**config.mk**
```make
export PLATFORM = sky130hd
export DESIGN_NAME = accum_counter_bank
export DESIGN_NICKNAME = d
export VERILOG_FILES = /design/src/rtl/accum_counter_bank.sv
export SDC_FILE = /design/constraint.sdc
export NUM_CORES = 1
export LEC_CHECK = 0
export CAP_MARGIN = 30
export CORE_ASPECT_RATIO = 1.4
export CORE_MARGIN = 3
export CORE_UTILIZATION = 35
export CTS_BUF_LIST = sky130_fd_sc_hd__clkbuf_4 sky130_fd_sc_hd__clkbuf_8
export CTS_CLUSTER_DIAMETER = 60
export DETAILED_ROUTE_END_ITERATION = 6
export DONT_BUFFER_PORTS = 1
export PLACE_DENSITY = 0.62
export SETUP_SLACK_MARGIN = 0.4
export SYNTH_ARGS = -nofsm -noshare
export SYNTH_HDL_FRONTEND = slang
export SYNTH_SLANG_ARGS = --single-unit
```
**constraint.sdc**
```tcl
create_clock -name clk -period 2.4 [get_ports clk]
set_clock_uncertainty 0.1 [all_clocks]
set_input_delay 0.36 -clock clk [delete_from_list [all_inputs] [get_ports clk]]
set_output_delay 0.36 -clock clk [all_outputs]
set_load 0.02 [all_outputs]
```
**src/rtl/accum_counter_bank.sv**
```systemverilog
// Purpose : bank of N independent accumulating counters with sticky per-channel overflow flags.
// Latency : counter update 1 cycle after io_inc; io_tot is registered (shows cnt 1 cycle later).
// Backpr. : none; every cycle accepts one increment and one clear.
//
// Ports:
//   clk, reset (async, active-low)
//   io_inc/io_ch/io_amt       : add io_amt to channel io_ch (io_ch >= N ignored)
//   io_clr/io_clr_ch          : zero one channel (io_clr_ch >= N ignored); clear beats increment
//   io_ovf_clr                : per-channel mask clearing sticky flags; a new overflow beats it
//   io_rd_ch/io_tot           : registered read of the pre-update count (0 if io_rd_ch >= N)
//   io_ovf                    : sticky overflow flags
// Optional macro ACCUM_COUNTER_BANK_THRESH_EN adds io_thresh (in), io_hit and io_hit_ch (out):
//   a one-cycle pulse when an increment moves a channel from below io_thresh to at/above it.
module accum_counter_bank #(
    parameter int W        = 8,
    parameter int AW       = 4,
    parameter int N        = 4,
    parameter int OVF_MODE = 0,
    localparam int CHW     = (N > 1) ? $clog2(N) : 1
) (
    input  logic           clk,
    input  logic           reset,
    input  logic           io_inc,
    input  logic [CHW-1:0] io_ch,
    input  logic [AW-1:0]  io_amt,
    input  logic           io_clr,
    input  logic [CHW-1:0] io_clr_ch,
    input  logic [N-1:0]   io_ovf_clr,
    input  logic [CHW-1:0] io_rd_ch,
    output logic [W-1:0]   io_tot,
    output logic [N-1:0]   io_ovf
`ifdef ACCUM_COUNTER_BANK_THRESH_EN
    ,
    input  logic [W-1:0]   io_thresh,
    output logic           io_hit,
    output logic [CHW-1:0] io_hit_ch
`endif
);

    // Channel count in index width + 1 so that range checks never truncate N.
    localparam logic [CHW:0] N_LIM = N[CHW:0];

    logic [W-1:0]  r_cnt [N];
    logic [N-1:0]  r_ovf;
    logic [W-1:0]  r_tot;

    logic          w_inc_ok;
    logic          w_clr_ok;
    logic          w_inc_eff;
    logic [W-1:0]  w_cur;
    logic [W:0]    w_sum;
    logic          w_ovf;
    logic [W-1:0]  w_new;
    logic [W-1:0]  w_rd_val;

    assign w_inc_ok  = io_inc && ({1'b0, io_ch} < N_LIM);
    assign w_clr_ok  = io_clr && ({1'b0, io_clr_ch} < N_LIM);
    // A clear on the same channel swallows the increment entirely, including its overflow.
    assign w_inc_eff = w_inc_ok && !(w_clr_ok && (io_clr_ch == io_ch));

    always_comb begin
        w_cur = '0;
        if ({1'b0, io_ch} < N_LIM) begin
            w_cur = r_cnt[io_ch];
        end
    end

    always_comb begin
        w_rd_val = '0;
        if ({1'b0, io_rd_ch} < N_LIM) begin
            w_rd_val = r_cnt[io_rd_ch];
        end
    end

    assign w_sum = {1'b0, w_cur} + {{(W + 1 - AW){1'b0}}, io_amt};
    assign w_ovf = w_sum[W];

    always_comb begin
        w_new = w_sum[W-1:0];
        if (w_ovf) begin
            case (OVF_MODE)
                0:       w_new = '0;
                1:       w_new = '1;
                default: w_new = w_sum[W-1:0];
            endcase
        end
    end

    always_ff @(posedge clk or negedge reset) begin
        if (!reset) begin
            for (int i = 0; i < N; i++) begin
                r_cnt[i] <= '0;
            end
            r_ovf <= '0;
            r_tot <= '0;
        end else begin
            for (int i = 0; i < N; i++) begin
                if (w_clr_ok && (io_clr_ch == CHW'(i))) begin
                    r_cnt[i] <= '0;
                end else if (w_inc_eff && (io_ch == CHW'(i))) begin
                    r_cnt[i] <= w_new;
                end
                // Setting a flag takes priority over clearing it in the same cycle.
                r_ovf[i] <= (r_ovf[i] & ~io_ovf_clr[i]) |
                            (w_inc_eff && w_ovf && (io_ch == CHW'(i)));
            end
            r_tot <= w_rd_val;
        end
    end

    assign io_tot = r_tot;
    assign io_ovf = r_ovf;

`ifdef ACCUM_COUNTER_BANK_THRESH_EN
    localparam bit SAT_MODE = (OVF_MODE == 1);

    logic           r_hit;
    logic [CHW-1:0] r_hit_ch;
    logic           w_hit;

    // Wrapped or reset-to-zero results are not real crossings; saturation still counts.
    // io_thresh == 0 can never hit because w_cur < 0 is impossible.
    assign w_hit = w_inc_eff && (w_cur < io_thresh) && (w_new >= io_thresh) &&
                   !(w_ovf && !SAT_MODE);

    always_ff @(posedge clk or negedge reset) begin
        if (!reset) begin
            r_hit    <= 1'b0;
            r_hit_ch <= '0;
        end else begin
            r_hit <= w_hit;
            if (w_hit) begin
                r_hit_ch <= io_ch;
            end
        end
    end

    assign io_hit    = r_hit;
    assign io_hit_ch = r_hit_ch;
`endif

endmodule

```
==> results of run 1 <==
## power groups by stage
| stage | sequential [mW] | clock, mW | combinational, mW |
|---|---|---|---|
| after global routing | 1.02 | 0.548 | 0.903 |
| after global placement | 1.02 | 0 | 0.668 |
| final | 1.01 | 0.507 | 0.831 |
| after CTS | 1.01 | 0.512 | 0.796 |
| after detailed placement | 1.03 | 0 | 0.676 |
| after floorplan | 0.997 | 0 | 0.511 |
## layout make-up
type	instances	area [µm²]
Clock buffer	7	90.1
Clock inverter	1	7.51
Fill cell	640	3770
Inverter	10	37.5
Multi-Input combinational cell	136	1360
Sequential cell	44	1100
Tap cell	92	115
Timing Repair Buffer	25	218
## worst max-delay path by stage
stage               startpoint        end  slack (ns)  cells past startpoint
floorplan             io_ch[0]  r_cnt[12]       -0.24                     10
global placement      io_ch[0]  r_cnt[12]       -0.04                      8
detailed placement    io_ch[0]  r_cnt[12]       -0.08                      8
CTS                   r_cnt[8]  r_cnt[12]       -0.06                      8
global route          r_cnt[8]  r_cnt[12]       -0.15                      8
finish               r_cnt[16]  r_cnt[12]       -0.06                      8
## cells by family after synthesis
logic type               after synthesis  share of synthesized area (%)
AO/OA/AOI/OAI                         53                           17.4
flip-flops                            44                           44.7
multiplexers                          16                           14.6
adder cells (fa/ha/maj)                5                           2.85
buffers and inverters                 25                           5.03
XOR/XNOR                               3                           1.07
AND/OR/NAND/NOR                       57                           14.3
## cell usage after synthesis (3+ instances only)
library cell,instances
sky130_fd_sc_hd__dfrtp_1,44
sky130_fd_sc_hd__inv_1,10
sky130_fd_sc_hd__o211ai_1,8
sky130_fd_sc_hd__a32o_1,16
sky130_fd_sc_hd__ha_1,4
sky130_fd_sc_hd__a22o_1,4
sky130_fd_sc_hd__a32oi_1,4
sky130_fd_sc_hd__or4b_1,3
sky130_fd_sc_hd__nor2_1,3
sky130_fd_sc_hd__nand2_1,14
sky130_fd_sc_hd__nand4b_1,4
sky130_fd_sc_hd__clkbuf_1,6
sky130_fd_sc_hd__a31oi_1,7
sky130_fd_sc_hd__buf_2,3
sky130_fd_sc_hd__nor4b_1,3
sky130_fd_sc_hd__mux4_2,16
sky130_fd_sc_hd__buf_6,3
sky130_fd_sc_hd__o22ai_1,4
sky130_fd_sc_hd__nand3_1,14
## worst reg2reg max path, stage by stage, from the launching register on
cell and delay [ns]:
sky130_fd_sc_hd__dfrtp_1 0.40, sky130_fd_sc_hd__mux4_2 0.48, sky130_fd_sc_hd__ha_4 0.19, sky130_fd_sc_hd__fa_2 0.33
sky130_fd_sc_hd__a21o_1 0.19, sky130_fd_sc_hd__a21oi_4 0.18, sky130_fd_sc_hd__buf_6 0.16, sky130_fd_sc_hd__xnor2_4 0.08
sky130_fd_sc_hd__a22o_1 0.24
## cells in the final DEF, fill, tap and decap left out, types with 2 or more instances in the layout
cell type and count:
sky130_fd_sc_hd__o22ai_1 4, sky130_fd_sc_hd__ha_4 3, sky130_fd_sc_hd__or3_4 3, sky130_fd_sc_hd__a21o_1 2, sky130_fd_sc_hd__and3b_1 2, sky130_fd_sc_hd__a22o_1 4
sky130_fd_sc_hd__nand3_1 14, sky130_fd_sc_hd__or4b_1 3, sky130_fd_sc_hd__nand2_1 14, sky130_fd_sc_hd__nor4b_1 3, sky130_fd_sc_hd__a32o_1 16, sky130_fd_sc_hd__o211ai_1 8
sky130_fd_sc_hd__nor2b_1 2, sky130_fd_sc_hd__mux4_2 16, sky130_fd_sc_hd__a31oi_1 7, sky130_fd_sc_hd__dfrtp_1 44, sky130_fd_sc_hd__buf_6 2, sky130_fd_sc_hd__a32oi_1 4
sky130_fd_sc_hd__buf_4 21, sky130_fd_sc_hd__clkbuf_8 6, sky130_fd_sc_hd__inv_1 10, sky130_fd_sc_hd__nand4b_1 4, sky130_fd_sc_hd__nor2_1 3, sky130_fd_sc_hd__nand3b_1 2
sky130_fd_sc_hd__and3_1 2
## state kept, by name, indices dropped and copies added (netlist names)
register and count:
r_cnt 32, io_ovf 4, io_tot 8
## metal layers
metal | wire length (µm) | vias up | track usage [%] | share of wire [%]
met5 | 0 | - | 0 | 0
li1 | - | 853 | - | -
met1 | 2760 | 975 | 21.5 | 42
met3 | 337 | 7 | 4.10 | 5.1
met4 | 127 | 0 | 6.74 | 1.9
met2 | 3400 | 53 | 29.0 | 51
## timing repair
| item | CTS | global route |
|---|---|---|
| hold endpoints to repair | 44 | 0 |
| pin swaps | 19 | 5 |
| gates resized for setup | 11 | 2 |
| hold buffers | 2 | 0 |
| setup buffers | 3 | 1 |
| cloned | 2 | 0 |
| setup endpoints to repair | 36 | 36 |
## stage by stage
step                      cells  setup TNS [ns]  cell area (µm²)  util (%)  hold slack [ns]
final                       315          -0.140             2930      43.8           0.0421
after global routing        315           -2.52             2930      43.8           0.0317
after CTS                   314          -0.216             2910      43.4           0.0415
after detailed placement    299           -1.03             2670      39.9          -0.0342
after global placement      299          -0.149             2670      39.9          -0.0341
after floorplan             203           -4.18             2520         -          -0.0356
==> impl_metrics.toml, run 1 <==
[hold_path]
hold_end = "io_ovf[0]"
hold_path.class = "in -> reg"
min_delay_path_depth = 1
hold_path.startpoint = "io_ovf_clr[0]"

[detailed_routing]
drc = 0
post_drt_via_cell_ratio = 5.99
post_drt_wl_per_cell_um = 21.0
num_vias = 1888
drt_first_pass_iters = 4
drt_iter0_drc = 112
detail-route-antenna-nets = 0
wirelength_mm = 6.63

[power]
sw_share_pct = 32.7
clkPwrFrac_pct = 21.6
power.sequential.fraction_pct = 43.0
leakage_nw = 1.22
power_mw = 2.35
net-switching-power_uw = 768
combPwrFrac_pct = 35.4
cellInternalPower_mw = 1.58
p_per_area_mw_per_mm2 = 800
vdd_drop_max_mv = 0.323

[timing]
layout_min_cycle_time_ns = 2.46
timing.fmax_mhz = 406
setup_slack_after_layout_ns = -0.0605
slew_violations = 0
post-route-period-util_pct = 103
timing.max_slew.rel_slack_pct = 48.8
finalHoldViolCount = 0
timing.final.setup_violations = 5
rsz_0062_raised_after_global_routing = "yes"
tightestPinTransition_ns = 0.766

[finish]
nets = 245
diodes = 0
layout-area-overhead-vs-synth_pct = 19.2
drive_above_1_share_pct = 28.3

[placement]
pre_cts_ws_ns = -0.0818
gpl.final_weighted_congestion = 0.777
number_of_i_o_port_buffers = 0
post-dp-hpwl_mm = 4.34

[synthesis]
yosys-top-cells-area = "sky130_fd_sc_hd__dfrtp_1, sky130_fd_sc_hd__mux4_2, sky130_fd_sc_hd__a32o_1"
async_flop_share_pct = 100
synthesis.instances = 203
synth_seq_area_share_pct = 44.7
postSynthAreaPerCell_um2 = 12.1
syn_area_mm2 = 0.00246
synth-seq-cells = 44
synth-edff-count = 0
post-synth-top-area-fraction_pct = 44.7
ys_dominant_reg_cell = "sky130_fd_sc_hd__dfrtp_1"
ys_warn_count = 0
post_synth_num_cell_types = 44
synthDominantAreaCellType = "sky130_fd_sc_hd__dfrtp_1"
synthesis.nets = 226

[grt]
grt_overflow = 0
vias_in_the_first_global_route = 2001
grt_antenna_before_repair = 0
grt_pass1_wl_mm = 10.8
pin_count_of_the_biggest_net_entering_global_routing = 45
gr-usage-all-layers_pct = 17.3

[die]
core-area_mm2 = 0.00670
num_rows = 35
initial_core_util_pct = 36.7
top_level_ports = 30
die_x_um = 76.9
die_area_mm2 = 0.00809
die-height_um = 105

[worst_setup_path]
cp_cell_sequence = "mux4_2 > ha_4 > fa_2 > a21o_1 > a21oi_4 > buf_6 > xnor2_4 > a22o_1"
critical-path-top-delay-family = "compound AO/OA/AOI/OAI gates"
timing.critical_path.buf_inv = 1
timing.rr.start = "r_cnt[16]"
worst_r2r_endpoint = "r_cnt[12]"
r2r_setup_slack_ns = -0.06
worst_ep_arrival_ns = 2.54
worstPathMaxFanout = 4
cpPeakStageDelay_ns = 0.48
critPathKind = "reg -> reg"
cp.required_ns = 2.48
worstSetupEndpointType = "flip-flop"
slowest_stage = "sky130_fd_sc_hd__mux4_2"
start_kind = "flip-flop"
reg2reg_depth = 8

[cts]
sink_count = 44
clock_tree.root_cell = "sky130_fd_sc_hd__clkbuf_8"
clock_tree_from_tritoncts = "yes"
cts-htree-levels = 2
path_clk_slew_ns = 0.09
clk_latency_ns = 0.30
cts-root-to-sink-buffers = 2
number_of_clock_buffers_inserted_by_tritoncts = 5

[status]
run_status = "complete, but fails checks"
failed_checks = "setup timing"

[run]
cap_viol_max_count = 0
No activity file was read; power rests on OpenSTA's default activity.
==> run 2: changes to the inputs <==
- CAP_MARGIN: 30 -> 20
- CORE_ASPECT_RATIO: 1.4 -> 0.5
==> run 2 against run 1 <==
  * The run still ends with setup timing left
  * Critical path depth is the same
  * Worst hold slack is essentially flat
  * Non-clock buffer count grew 1
  * Clock power grew 1%
  * Critical path type unchanged
  * Register-to-register slack lost 0.03 ns
  * Maximum frequency shrank 1.2%
  * First-iteration DRC count grew 54%
  * Wire length shrank 1.9%
  * Critical endpoint is now r_cnt[10]
  * Flip-flop and latch count is the same
==> impl_metrics.toml, run 2 (synthesis results as in run 1) <==
[status]
run_status = "complete, but fails checks"
failed_checks = "setup timing"

[cts]
path_clk_slew_ns = 0.09
clock_tree_from_tritoncts = "yes"
clk_latency_ns = 0.31
cts-htree-levels = 2
sink_count = 44
number_of_clock_buffers_inserted_by_tritoncts = 5
clock_tree.root_cell = "sky130_fd_sc_hd__clkbuf_8"
cts-root-to-sink-buffers = 2

[timing]
setup_slack_after_layout_ns = -0.0895
rsz_0062_raised_after_global_routing = "yes"
timing.fmax_mhz = 402
timing.final.setup_violations = 22
post-route-period-util_pct = 104
finalHoldViolCount = 0
tightestPinTransition_ns = 0.498
layout_min_cycle_time_ns = 2.49
slew_violations = 0
timing.max_slew.rel_slack_pct = 66.8

[run]
cap_viol_max_count = 0

[die]
top_level_ports = 30
num_rows = 20
die-height_um = 65.3
core-area_mm2 = 0.00643
initial_core_util_pct = 38.3
die_area_mm2 = 0.00814
die_x_um = 125

[worst_setup_path]
worstSetupEndpointType = "flip-flop"
worstPathMaxFanout = 4
start_kind = "flip-flop"
cp.required_ns = 2.50
critPathKind = "reg -> reg"
worst_ep_arrival_ns = 2.59

[power]
cellInternalPower_mw = 1.57
leakage_nw = 1.23
net-switching-power_uw = 773
sw_share_pct = 33.1
power_mw = 2.34
combPwrFrac_pct = 34.8
clkPwrFrac_pct = 22.0
p_per_area_mw_per_mm2 = 795
power.sequential.fraction_pct = 43.2
vdd_drop_max_mv = 0.244

[placement]
number_of_i_o_port_buffers = 0
post-dp-hpwl_mm = 4.23
placedInstanceArea_mm2 = 0.00266
gpl.final_weighted_congestion = 0.769
pre_cts_ws_ns = -0.0698

[grt]
pin_count_of_the_biggest_net_entering_global_routing = 45
grt_antenna_before_repair = 0
grt_pass1_wl_mm = 10.7
gr-usage-all-layers_pct = 16.9
grt_overflow = 0
vias_in_the_first_global_route = 1986

[detailed_routing]
post_drt_via_cell_ratio = 6.24
detail-route-antenna-nets = 0
wirelength_mm = 6.50
drt_iter0_drc = 172
drt_first_pass_iters = 4
num_vias = 1947
drc = 0
post_drt_wl_per_cell_um = 20.8

[finish]
drive_above_1_share_pct = 29.0
top_library_cells_by_usage_in_the_layout_fill_and_taps_aside = "sky130_fd_sc_hd__dfrtp_1, sky130_fd_sc_hd__buf_4, sky130_fd_sc_hd__mux4_2, sky130_fd_sc_hd__a32o_1"
layout-area-overhead-vs-synth_pct = 19.5
nets = 246
mostFrequentLayoutCell = "sky130_fd_sc_hd__dfrtp_1"
largest_register_ff_count = 32
fillers = 570
top_register = "r_cnt"
design_area_mm2 = 0.00294
diodes = 0
finish.utilization_pct = 45.7

[hold_path]
hold_path.class = "in -> reg"
-- run 2: changes by cell type in the layout (fill, tap and decap cells not counted), sizes merged --
cell / delta
buf: +1
-- run 2: path summary, 6_finish.rpt --
path,start,to,slack [ns],depth (start not counted)
setup / recovery,r_cnt[0],r_cnt[10],-0.09,8
hold / removal,io_ovf_clr[1],io_ovf[1],0.04,1
setup reg to reg,r_cnt[0],r_cnt[10],-0.09,8
hold reg to reg,r_cnt[31],r_cnt[31],0.42,2
max in group asynchronous,reset,r_cnt[29],1.55,2
min in group asynchronous,reset,r_cnt[19],0.44,2
-- run 2: area by class of cell --
class / instances / area [µm²] / share of cell area (%)
clock buffer: 7 / 90.1 / 3.06
clock inverter: 1 / 7.51 / 0.255
inverter: 10 / 37.5 / 1.28
multi-input combinational: 136 / 1360 / 46.2
sequential: 44 / 1100 / 37.4
tap: 88 / 110 / 3.74
timing repair buffer: 26 / 236 / 8.04
-- run 2: power groups by stage --
stage | Combinational [mW] | Sequential [mW] | Clock (mW)
after floorplan | 0.511 | 0.997 | 0
after global placement | 0.633 | 1.02 | 0
after detailed placement | 0.645 | 1.03 | 0
after CTS | 0.781 | 1.01 | 0.517
after global routing | 0.879 | 1.03 | 0.551
final | 0.813 | 1.01 | 0.514
-- run 2: metal layers --
layer	wire length, µm	vias up	GRT usage [%]
met1	2790	995	22.7
met5	0	-	0
met3	572	12	4.95
li1	-	855	-
met4	99	0	6.15
met2	3040	85	26.4
-- run 2: worst max-delay path: stages (launching register included) --
cell	delay, ns
sky130_fd_sc_hd__dfrtp_1	0.39
sky130_fd_sc_hd__mux4_2	0.50
sky130_fd_sc_hd__ha_4	0.20
sky130_fd_sc_hd__fa_2	0.35
sky130_fd_sc_hd__buf_4	0.14
sky130_fd_sc_hd__buf_6	0.11
sky130_fd_sc_hd__buf_4	0.13
sky130_fd_sc_hd__xor2_2	0.19
sky130_fd_sc_hd__a32o_1	0.27
-- run 2: metrics by stage --
step / setup TNS (ns) / instances / hold slack (ns)
6_report: -0.987 / 312 / 0.0420
5_1_grt: -4.05 / 312 / 0.0254
4_1_cts: -0.277 / 311 / 0.0384
3_5_place_dp: -0.576 / 294 / -0.0347
3_3_place_gp: -0.132 / 294 / -0.0346
2_1_floorplan: -4.18 / 203 / -0.0356
-- run 2: timing repair --
item	4_1_cts	5_1_grt
endpoints found under the hold margin	44	0
cloned	2	0
hold buffers	2	0
buffers inserted	5	1
endpoints found under the setup margin	36	36
gates resized for setup	12	5
pin swaps	17	9
==> run 3: changes to the inputs <==
- SLEW_MARGIN: unset -> 10
==> results of run 3 <==
The final DEF is identical to that of run 2; final timing and power are the same.
